File: src/rtl/mem_port_arbiter_if.sv
// Bus bundle between the two cache refill/writeback engines, the shared memory port and the arbiter.
// slave is the arbiter's view; master is the view of the caches and memory around it.
interface mem_port_arbiter_if #(
  parameter int ADDR_W = 28,
  parameter int DATA_W = 128
);
  logic              ic_req_valid, ic_req_ready, ic_req_rw;
  logic [ADDR_W-1:0] ic_req_addr;
  logic              ic_data_valid, ic_data_ready;
  logic [DATA_W-1:0] ic_data_bits;
  logic [DATA_W/8-1:0] ic_data_mask;
  logic              ic_resp_valid;

  logic              dc_req_valid, dc_req_ready, dc_req_rw;
  logic [ADDR_W-1:0] dc_req_addr;
  logic              dc_data_valid, dc_data_ready;
  logic [DATA_W-1:0] dc_data_bits;
  logic [DATA_W/8-1:0] dc_data_mask;
  logic              dc_resp_valid;

  logic [DATA_W-1:0] resp_data;

  logic              mem_req_valid, mem_req_ready, mem_req_rw;
  logic [ADDR_W-1:0] mem_req_addr;
  logic              mem_data_valid, mem_data_ready;
  logic [DATA_W-1:0] mem_data_bits;
  logic [DATA_W/8-1:0] mem_data_mask;
  logic              mem_resp_valid;
  logic [DATA_W-1:0] mem_resp_data;

  modport slave (
    input  ic_req_valid, ic_req_rw, ic_req_addr, ic_data_valid, ic_data_bits, ic_data_mask,
    output ic_req_ready, ic_data_ready, ic_resp_valid,
    input  dc_req_valid, dc_req_rw, dc_req_addr, dc_data_valid, dc_data_bits, dc_data_mask,
    output dc_req_ready, dc_data_ready, dc_resp_valid,
    output resp_data,
    output mem_req_valid, mem_req_rw, mem_req_addr, mem_data_valid, mem_data_bits, mem_data_mask,
    input  mem_req_ready, mem_data_ready, mem_resp_valid, mem_resp_data
  );

  modport master (
    output ic_req_valid, ic_req_rw, ic_req_addr, ic_data_valid, ic_data_bits, ic_data_mask,
    input  ic_req_ready, ic_data_ready, ic_resp_valid,
    output dc_req_valid, dc_req_rw, dc_req_addr, dc_data_valid, dc_data_bits, dc_data_mask,
    input  dc_req_ready, dc_data_ready, dc_resp_valid,
    input  resp_data,
    input  mem_req_valid, mem_req_rw, mem_req_addr, mem_data_valid, mem_data_bits, mem_data_mask,
    output mem_req_ready, mem_data_ready, mem_resp_valid, mem_resp_data
  );
endinterface

File: src/rtl/mem_port_arbiter.sv
// Shares one backing-memory port between icache and dcache: one line transaction at a time,
// round-robin grant on conflict, channels forwarded to the current owner until the last beat.
module mem_port_arbiter #(
  parameter int ADDR_W = 28,
  parameter int DATA_W = 128,
  parameter int BEATS  = 4
) (
  input  logic                clk,
  input  logic                reset,
  mem_port_arbiter_if.slave   bus,
  output logic                owner,
  output logic                busy,
  output logic                protocol_err
);
  localparam int CNT_W = (BEATS > 1) ? $clog2(BEATS) : 1;
  localparam logic [CNT_W-1:0] LAST_BEAT = CNT_W'(BEATS - 1);

  typedef enum logic [1:0] {IDLE, REQ, WDATA, RDATA} state_t;

  state_t             state;
  logic               last_owner;
  logic [CNT_W-1:0]   beat_cnt;

  logic                sel_req_valid, sel_req_rw, sel_data_valid;
  logic [ADDR_W-1:0]   sel_req_addr;
  logic [DATA_W-1:0]   sel_data_bits;
  logic [DATA_W/8-1:0] sel_data_mask;
  logic                in_req, in_wdata, in_rdata, data_hs;

  always_comb begin
    sel_req_valid  = owner ? bus.dc_req_valid  : bus.ic_req_valid;
    sel_req_rw     = owner ? bus.dc_req_rw     : bus.ic_req_rw;
    sel_req_addr   = owner ? bus.dc_req_addr   : bus.ic_req_addr;
    sel_data_valid = owner ? bus.dc_data_valid : bus.ic_data_valid;
    sel_data_bits  = owner ? bus.dc_data_bits  : bus.ic_data_bits;
    sel_data_mask  = owner ? bus.dc_data_mask  : bus.ic_data_mask;
  end

  assign in_req   = (state == REQ);
  assign in_wdata = (state == WDATA);
  assign in_rdata = (state == RDATA);
  assign data_hs  = in_wdata & sel_data_valid & bus.mem_data_ready;

  assign bus.mem_req_valid  = in_req & sel_req_valid;
  assign bus.mem_req_rw     = sel_req_rw;
  assign bus.mem_req_addr   = sel_req_addr;
  assign bus.mem_data_valid = in_wdata & sel_data_valid;
  assign bus.mem_data_bits  = sel_data_bits;
  assign bus.mem_data_mask  = sel_data_mask;

  // Non-owner handshakes are held low in every state.
  assign bus.ic_req_ready  = in_req   & ~owner & bus.mem_req_ready;
  assign bus.dc_req_ready  = in_req   &  owner & bus.mem_req_ready;
  assign bus.ic_data_ready = in_wdata & ~owner & bus.mem_data_ready;
  assign bus.dc_data_ready = in_wdata &  owner & bus.mem_data_ready;
  assign bus.ic_resp_valid = in_rdata & ~owner & bus.mem_resp_valid;
  assign bus.dc_resp_valid = in_rdata &  owner & bus.mem_resp_valid;
  assign bus.resp_data     = bus.mem_resp_data;

  assign busy = (state != IDLE);

  always_ff @(posedge clk) begin
    if (reset) begin
      state        <= IDLE;
      owner        <= 1'b0;
      last_owner   <= 1'b0;
      beat_cnt     <= '0;
      protocol_err <= 1'b0;
    end else begin
      if (bus.mem_resp_valid && !in_rdata) protocol_err <= 1'b1;
      case (state)
        IDLE: begin
          if (bus.ic_req_valid || bus.dc_req_valid) begin
            owner <= (bus.ic_req_valid && bus.dc_req_valid) ? ~last_owner : bus.dc_req_valid;
            state <= REQ;
          end
        end
        REQ: begin
          if (!sel_req_valid) begin
            state <= IDLE;
          end else if (bus.mem_req_ready) begin
            last_owner <= owner;
            beat_cnt   <= '0;
            state      <= sel_req_rw ? WDATA : RDATA;
          end
        end
        WDATA, RDATA: begin
          if (in_wdata ? data_hs : bus.mem_resp_valid) begin
            if (beat_cnt == LAST_BEAT) begin
              beat_cnt <= '0;
              state    <= IDLE;
            end else begin
              beat_cnt <= beat_cnt + 1'b1;
            end
          end
        end
        default: state <= IDLE;
      endcase
    end
  end
endmodule

File: src/flat_wrapper.sv
// flat-port wrapper written by rule: the top's interface ports become plain ports
module mem_port_arbiter_flat 
#(
  parameter int ADDR_W = 28,
  parameter int DATA_W = 128,
  parameter int BEATS  = 4
)
  (clk, reset, owner, busy, protocol_err, bus_ic_req_valid, bus_ic_req_rw, bus_ic_req_addr, bus_ic_data_valid, bus_ic_data_bits, bus_ic_data_mask, bus_ic_req_ready, bus_ic_data_ready, bus_ic_resp_valid, bus_dc_req_valid, bus_dc_req_rw, bus_dc_req_addr, bus_dc_data_valid, bus_dc_data_bits, bus_dc_data_mask, bus_dc_req_ready, bus_dc_data_ready, bus_dc_resp_valid, bus_resp_data, bus_mem_req_valid, bus_mem_req_rw, bus_mem_req_addr, bus_mem_data_valid, bus_mem_data_bits, bus_mem_data_mask, bus_mem_req_ready, bus_mem_data_ready, bus_mem_resp_valid, bus_mem_resp_data);
  mem_port_arbiter_if #(.ADDR_W(ADDR_W), .DATA_W(DATA_W)) bus_i ();
  input  logic clk;
  input  logic reset;
  output logic owner;
  output logic busy;
  output logic protocol_err;
  input wire logic [$bits(bus_i.ic_req_valid)-1:0] bus_ic_req_valid;
  input wire logic [$bits(bus_i.ic_req_rw)-1:0] bus_ic_req_rw;
  input wire logic [$bits(bus_i.ic_req_addr)-1:0] bus_ic_req_addr;
  input wire logic [$bits(bus_i.ic_data_valid)-1:0] bus_ic_data_valid;
  input wire logic [$bits(bus_i.ic_data_bits)-1:0] bus_ic_data_bits;
  input wire logic [$bits(bus_i.ic_data_mask)-1:0] bus_ic_data_mask;
  output wire logic [$bits(bus_i.ic_req_ready)-1:0] bus_ic_req_ready;
  output wire logic [$bits(bus_i.ic_data_ready)-1:0] bus_ic_data_ready;
  output wire logic [$bits(bus_i.ic_resp_valid)-1:0] bus_ic_resp_valid;
  input wire logic [$bits(bus_i.dc_req_valid)-1:0] bus_dc_req_valid;
  input wire logic [$bits(bus_i.dc_req_rw)-1:0] bus_dc_req_rw;
  input wire logic [$bits(bus_i.dc_req_addr)-1:0] bus_dc_req_addr;
  input wire logic [$bits(bus_i.dc_data_valid)-1:0] bus_dc_data_valid;
  input wire logic [$bits(bus_i.dc_data_bits)-1:0] bus_dc_data_bits;
  input wire logic [$bits(bus_i.dc_data_mask)-1:0] bus_dc_data_mask;
  output wire logic [$bits(bus_i.dc_req_ready)-1:0] bus_dc_req_ready;
  output wire logic [$bits(bus_i.dc_data_ready)-1:0] bus_dc_data_ready;
  output wire logic [$bits(bus_i.dc_resp_valid)-1:0] bus_dc_resp_valid;
  output wire logic [$bits(bus_i.resp_data)-1:0] bus_resp_data;
  output wire logic [$bits(bus_i.mem_req_valid)-1:0] bus_mem_req_valid;
  output wire logic [$bits(bus_i.mem_req_rw)-1:0] bus_mem_req_rw;
  output wire logic [$bits(bus_i.mem_req_addr)-1:0] bus_mem_req_addr;
  output wire logic [$bits(bus_i.mem_data_valid)-1:0] bus_mem_data_valid;
  output wire logic [$bits(bus_i.mem_data_bits)-1:0] bus_mem_data_bits;
  output wire logic [$bits(bus_i.mem_data_mask)-1:0] bus_mem_data_mask;
  input wire logic [$bits(bus_i.mem_req_ready)-1:0] bus_mem_req_ready;
  input wire logic [$bits(bus_i.mem_data_ready)-1:0] bus_mem_data_ready;
  input wire logic [$bits(bus_i.mem_resp_valid)-1:0] bus_mem_resp_valid;
  input wire logic [$bits(bus_i.mem_resp_data)-1:0] bus_mem_resp_data;
  assign bus_i.ic_req_valid = bus_ic_req_valid;
  assign bus_i.ic_req_rw = bus_ic_req_rw;
  assign bus_i.ic_req_addr = bus_ic_req_addr;
  assign bus_i.ic_data_valid = bus_ic_data_valid;
  assign bus_i.ic_data_bits = bus_ic_data_bits;
  assign bus_i.ic_data_mask = bus_ic_data_mask;
  assign bus_ic_req_ready = bus_i.ic_req_ready;
  assign bus_ic_data_ready = bus_i.ic_data_ready;
  assign bus_ic_resp_valid = bus_i.ic_resp_valid;
  assign bus_i.dc_req_valid = bus_dc_req_valid;
  assign bus_i.dc_req_rw = bus_dc_req_rw;
  assign bus_i.dc_req_addr = bus_dc_req_addr;
  assign bus_i.dc_data_valid = bus_dc_data_valid;
  assign bus_i.dc_data_bits = bus_dc_data_bits;
  assign bus_i.dc_data_mask = bus_dc_data_mask;
  assign bus_dc_req_ready = bus_i.dc_req_ready;
  assign bus_dc_data_ready = bus_i.dc_data_ready;
  assign bus_dc_resp_valid = bus_i.dc_resp_valid;
  assign bus_resp_data = bus_i.resp_data;
  assign bus_mem_req_valid = bus_i.mem_req_valid;
  assign bus_mem_req_rw = bus_i.mem_req_rw;
  assign bus_mem_req_addr = bus_i.mem_req_addr;
  assign bus_mem_data_valid = bus_i.mem_data_valid;
  assign bus_mem_data_bits = bus_i.mem_data_bits;
  assign bus_mem_data_mask = bus_i.mem_data_mask;
  assign bus_i.mem_req_ready = bus_mem_req_ready;
  assign bus_i.mem_data_ready = bus_mem_data_ready;
  assign bus_i.mem_resp_valid = bus_mem_resp_valid;
  assign bus_i.mem_resp_data = bus_mem_resp_data;
  mem_port_arbiter #(.ADDR_W(ADDR_W), .DATA_W(DATA_W), .BEATS(BEATS)) u_core (.clk(clk), .reset(reset), .bus(bus_i), .owner(owner), .busy(busy), .protocol_err(protocol_err));
endmodule
File: config.mk
export PLATFORM = sky130hd
export DESIGN_NAME = mem_port_arbiter_flat
export DESIGN_NICKNAME = d
export VERILOG_FILES = /design/src/rtl/mem_port_arbiter_if.sv /design/src/rtl/mem_port_arbiter.sv /design/src/flat_wrapper.sv
export SDC_FILE = /design/constraint.sdc
export NUM_CORES = 1
export LEC_CHECK = 0
export CORE_AREA = 5 5 306 308
export CTS_BUF_LIST = sky130_fd_sc_hd__clkbuf_4 sky130_fd_sc_hd__clkbuf_8
export DETAILED_ROUTE_END_ITERATION = 7
export DIE_AREA = 0 0 311 313
export GPL_ROUTABILITY_DRIVEN = 0
export PLACE_DENSITY = 0.36
export SYNTH_ARGS = -nofsm -noshare
export SYNTH_HDL_FRONTEND = slang
export SYNTH_SLANG_ARGS = --single-unit
File: constraint.sdc
create_clock -name clk -period 1.23 [get_ports clk]
set_input_delay 0.246 -clock clk [delete_from_list [all_inputs] [get_ports clk]]
set_output_delay 0.246 -clock clk [all_outputs]
set_load 0.01 [all_outputs]
# Word level (Yosys, flattened, before mapping)
# Index checks and enable logic that the tools add are counted.
# W data, S select, Z words.
# totals
latchBits	0
ram_bits	0
rom_bits	0
out_inout_bits	312
n_memories	0
reg_bits	7
in_bits	483
# op_classes
mux	20
order_cmp	0
n_addsub	1
shift	0
n_eq_ne	10
bitwise	17
n_reduce_logical	12
mul	0
div	0
# ops
operator	n
$mux W128	1
$mux W28	1
$mux W2	9
$mux W16	1
$and A1 B1 Y1	15
$ne A2 B1 Y1 const B	4
$reduce_and A4 Y1	2
$eq A2 B2 Y1 const B	3
$mux W1	6
$pmux W2 S3	1
$pmux W2 S2	1
$reduce_bool A2 Y1	2
$ne A3 B3 Y1 const B	1
$reduce_and A3 Y1	1
$add A2 B1 Y2 const B	1
$eq A2 B1 Y1 const B	1
$logic_and A1 B1 Y1	2
$logic_not A2 Y1	1
$ne A2 B2 Y1 const B	1
$not A1 Y1	2
$reduce_and A2 Y1	1
$reduce_or A2 Y1	1
$logic_not A1 Y1	1
$logic_or A1 B1 Y1	1

# Logic depth before layout (Yosys ltp)
# depth
word_depth	6
mapped_depth	5
ltp_nobuf	4

# Worst setup path before layout
# Ideal clock, no wire load.
# synth_timing
path_kind	reg2out
from	register u_core.owner
to	output port bus_mem_data_bits[100]
required_ns	0.984
setup_slack_ns	-0.260
stages_incl_launch_ff	5
arrival_ns	1.244
cell_sequence	dfxtp_1 -> buf_4 -> buf_2 -> buf_2 -> mux2_2
# synth_between
elab_chain_cells	1
# synth_rtl
item	line_no	text
start, declared	mem_port_arbiter.sv:11	output logic owner,
start signal, assigned	mem_port_arbiter.sv:74	owner <= (bus.ic_req_valid && bus.dc_req_valid) ? ~last_owner : bus.dc_req_valid;
$mux W128	mem_port_arbiter.sv:35	sel_data_bits = owner ? bus.dc_data_bits : bus.ic_data_bits;
end, declared	flat_wrapper.sv:38	output wire logic [$bits(bus_i.mem_data_bits)-1:0] bus_mem_data_bits;
# No other way between the ends.

# Final worst setup path
# layout_timing
from	register u_core.owner
to	output port bus_mem_data_bits[43]
# Same word-level chain as after synthesis.

==> results.toml <==
[yosys]
netlist_area_sq_mm = 0.00348
ys_seq_area_frac = 0.0403
ys.flop_type = "dfxtp_1"
ys.warnings.count = 0
synth_largest_area_cell = "mux2_2"
syn_area_per_cell_sq_um = 9.10
yosysMostFrequentCell = "mux2_2"
synth_compound_area_frac = 0.0284
synth.area.top_cells = "mux2_2 54%, buf_4 28%, dfxtp_1 4.0%"
yosysTopAreaCellShare = 0.544
synth_edf_count = 0
synth-simple-area-share = 0.0414
ys_seq_elements = 7
synth_top_family_by_area = "multiplexers"
synth_xor_area_frac = 0
synthAdderAreaFrac = 0.00360
synthMuxAreaShare = 0.572
synth_cell_types = 31
synth_nets = 866
syn_inst = 382
synthArstFlopShare = 0
yosys-top-cells-count = "168 x mux2_2, 129 x buf_4, 22 x buf_2"

[min_path]
hold_class = "input pin to register"

[floorplanning]
ios = 795
die_height_microns = 313
rows = 111
initial_core_util = 0.0383
core_sq_mm = 0.0908
die_area_sq_mm = 0.0973
die_w_microns = 311

[clock_network]
cts_tree = "built"
clk_latency_ns = 0.23
cts_inserted_buffers = 3
h-tree-depth = 1
clkTransAtPathRegs_ns = 0.05
clock-sinks = 7
root_buffer = "clkbuf_8"
cts_buffer_depth = 2

[flow_run]
maxCapViolations = 0

[grt]
grt_pass1_vias = 5645
grt_overflow = 0
track_usage = 0.0749
antenna_found_initial = 6
grt_pass1_wl_mm = 50.5
grt_start_max_net_pins = 24

[timing]
period_share = 1.59
maxSlewViolCount = 0
setup_viol = 189
hold_viol = 0
slew_headroom = 0.791
max_slew.worst_pin.slew_ns = 0.312
fin_skew_ns = 0.00422
post-route-min-period_ns = 1.95
hold_slack_ns = 0.316
fin_ws_ns = -0.723
rsz0062_at_grt = "yes"
max_freq_ghz = 0.512

[power_and_ir_drop]
ir_drop_mv = 0.287
switching_share = 0.368
p_per_area_mw_per_mm2 = 543
seq_power_share = 0.045
power.share.clock = 0.064
internal_power_w = 0.00361
p_leak_nw = 4.06
finalPower_w = 0.00572
combPwrFrac = 0.891
switchingPower_w = 0.00211

[routing]
highest_layer = "met5"
dr.pass1.iters = 4
dr_wl_met2_mm = 18.8
drc = 0
vias = 4881
wl_mm = 39.6
wl_met3_mm = 5.36
vias_per_cell = 2.40
routedWlPerCell_microns = 19.4
wl_met1_mm = 14.5
drt_iter0_markers = 149
postRouteAntennaNets = 0

[setup_path]
cpPeakStageDelay_ns = 0.34
worstSetupEndpointType = "output port"
path_max_fanout = 6
crit_slowest_cell = "dfxtp_4"
crit_arrival_ns = 1.71
critical_path_buf_inv_count = 6
critPathKind = "register to output port"
critPathMostFrequentCell = "buf_12"
start_kind = "register"
cp_cell_sequence = "buf_12 -> buf_12 -> buf_16 -> buf_12 -> buf_6 -> mux2_4 -> buf_6"
cp.required_ns = 0.98
crit_family = "buffers and inverters"

[cells_and_area]
fill_cells = 10500
drive_gt1_frac = 0.474
nets = 1331
fin_cells = 2037
area_delta_synth_final_pct = 203
final_area_sq_mm = 0.0105

[placement]
placed_area_sq_mm = 0.00956
preCtsSetupSlack_ns = -0.909
dp_hpwl_mm = 33.7
portBuffers = 538
dp.cells = 1983

[status]
outcome = "finished, violations left"
violations = "setup timing"
## cells in the final DEF (no fill, tap or decap), types with 2 or more instances in the layout
cell	count
a21oi_1	2
a311oi_1	2
buf_12	18
buf_16	7
buf_2	22
buf_4	33
buf_6	81
buf_8	8
clkbuf_2	32
clkbuf_8	3
clkdlybuf4s15_1	5
clkdlybuf4s15_2	10
clkdlybuf4s50_1	354
dfxtp_1	4
dfxtp_4	2
diode_2	5
dlygate4sd2_1	34
dlymetal6s2s_1	7
inv_1	2
mux2_2	94
mux2_4	79
mux2i_1	2
nand2_1	3
nand3b_1	2
nor2_1	8
nor2_4	2
nor2b_1	3
o21ai_0	3
## state kept, by name, summed over array words and instances (netlist names)
| signal | cells |
|---|---|
| u_core.beat_cnt | 2 |
| u_core.owner | 1 |
| u_core.last_owner | 1 |
| u_core.protocol_err | 1 |
| u_core.state | 2 |
## per-layer routing
layer,global-route usage,vias up
met1,0.0795,2164
met5,0,-
met2,0.131,526
met4,0.0126,2
met3,0.0438,37
li1,-,2152
## final cells by class
cell class | instances | area (sq um) | share of cell area
multi-input combinational | 220 | 2590 | 0.246
antenna | 5 | 12.5 | 0.00119
timing repair buffer | 612 | 6220 | 0.591
inverter | 3 | 18.8 | 0.00178
tap | 1186 | 1480 | 0.141
sequential | 7 | 149 | 0.0141
clock buffer | 4 | 48.8 | 0.00464
## cells by family after synthesis
| group | count (synthesis) |
|---|---|
| buffers and inverters | 155 |
| adders and majority gates | 1 |
| muxes | 177 |
| DFF | 7 |
| AOI/OAI and AO/OA | 14 |
| and+or+nand+nor | 28 |
## stage by stage
| step | TNS [ns] | util |
|---|---|---|
| floorplan | -18.62 | - |
| global placement | -123.47 | 0.105 |
| detailed placement | -125.03 | 0.105 |
| CTS | -128.88 | 0.114 |
| global route | -120.12 | 0.116 |
| finish | -108.67 | 0.116 |
## worst paths after layout
path                       startpoint               endpoint  slack [ns]  cells after the start
setup / recovery         u_core.owner  bus_mem_data_bits[43]       -0.72                      7
hold / removal     bus_mem_data_ready        u_core.state[1]        0.32                      2
setup reg to reg         u_core.owner        u_core.state[0]       -0.49                      6
hold reg to reg   u_core.protocol_err    u_core.protocol_err        0.48                      2
## worst register-to-register path, delay by kind of cell, from the launching register on
kind,cells,cell delay [ns]
AOI/OAI and AO/OA,1,0.22
DFF,1,0.34
buffers and inverters,3,0.52
and+or+nand+nor,1,0.35
muxes,1,0.18
## power groups by stage
stage          clock network, W  logic [W]  registers [W]
3_3_place_gp                  0    0.00456       0.000273
5_1_grt                0.000390    0.00545       0.000260
2_1_floorplan                 0    0.00197       0.000257
4_1_cts                0.000374    0.00514       0.000257
3_5_place_dp                  0    0.00455       0.000274
6_report               0.000364    0.00510       0.000258
## what timing repair did
action                     4_1_cts  5_1_grt
setup buffers                   30       13
gates resized for setup        460      194
gates cloned                     8        1
setup endpoints to repair      190      190
hold buffers                     0        0
pin swaps                        0        6
No activity file was read; power rests on OpenSTA's default activity.
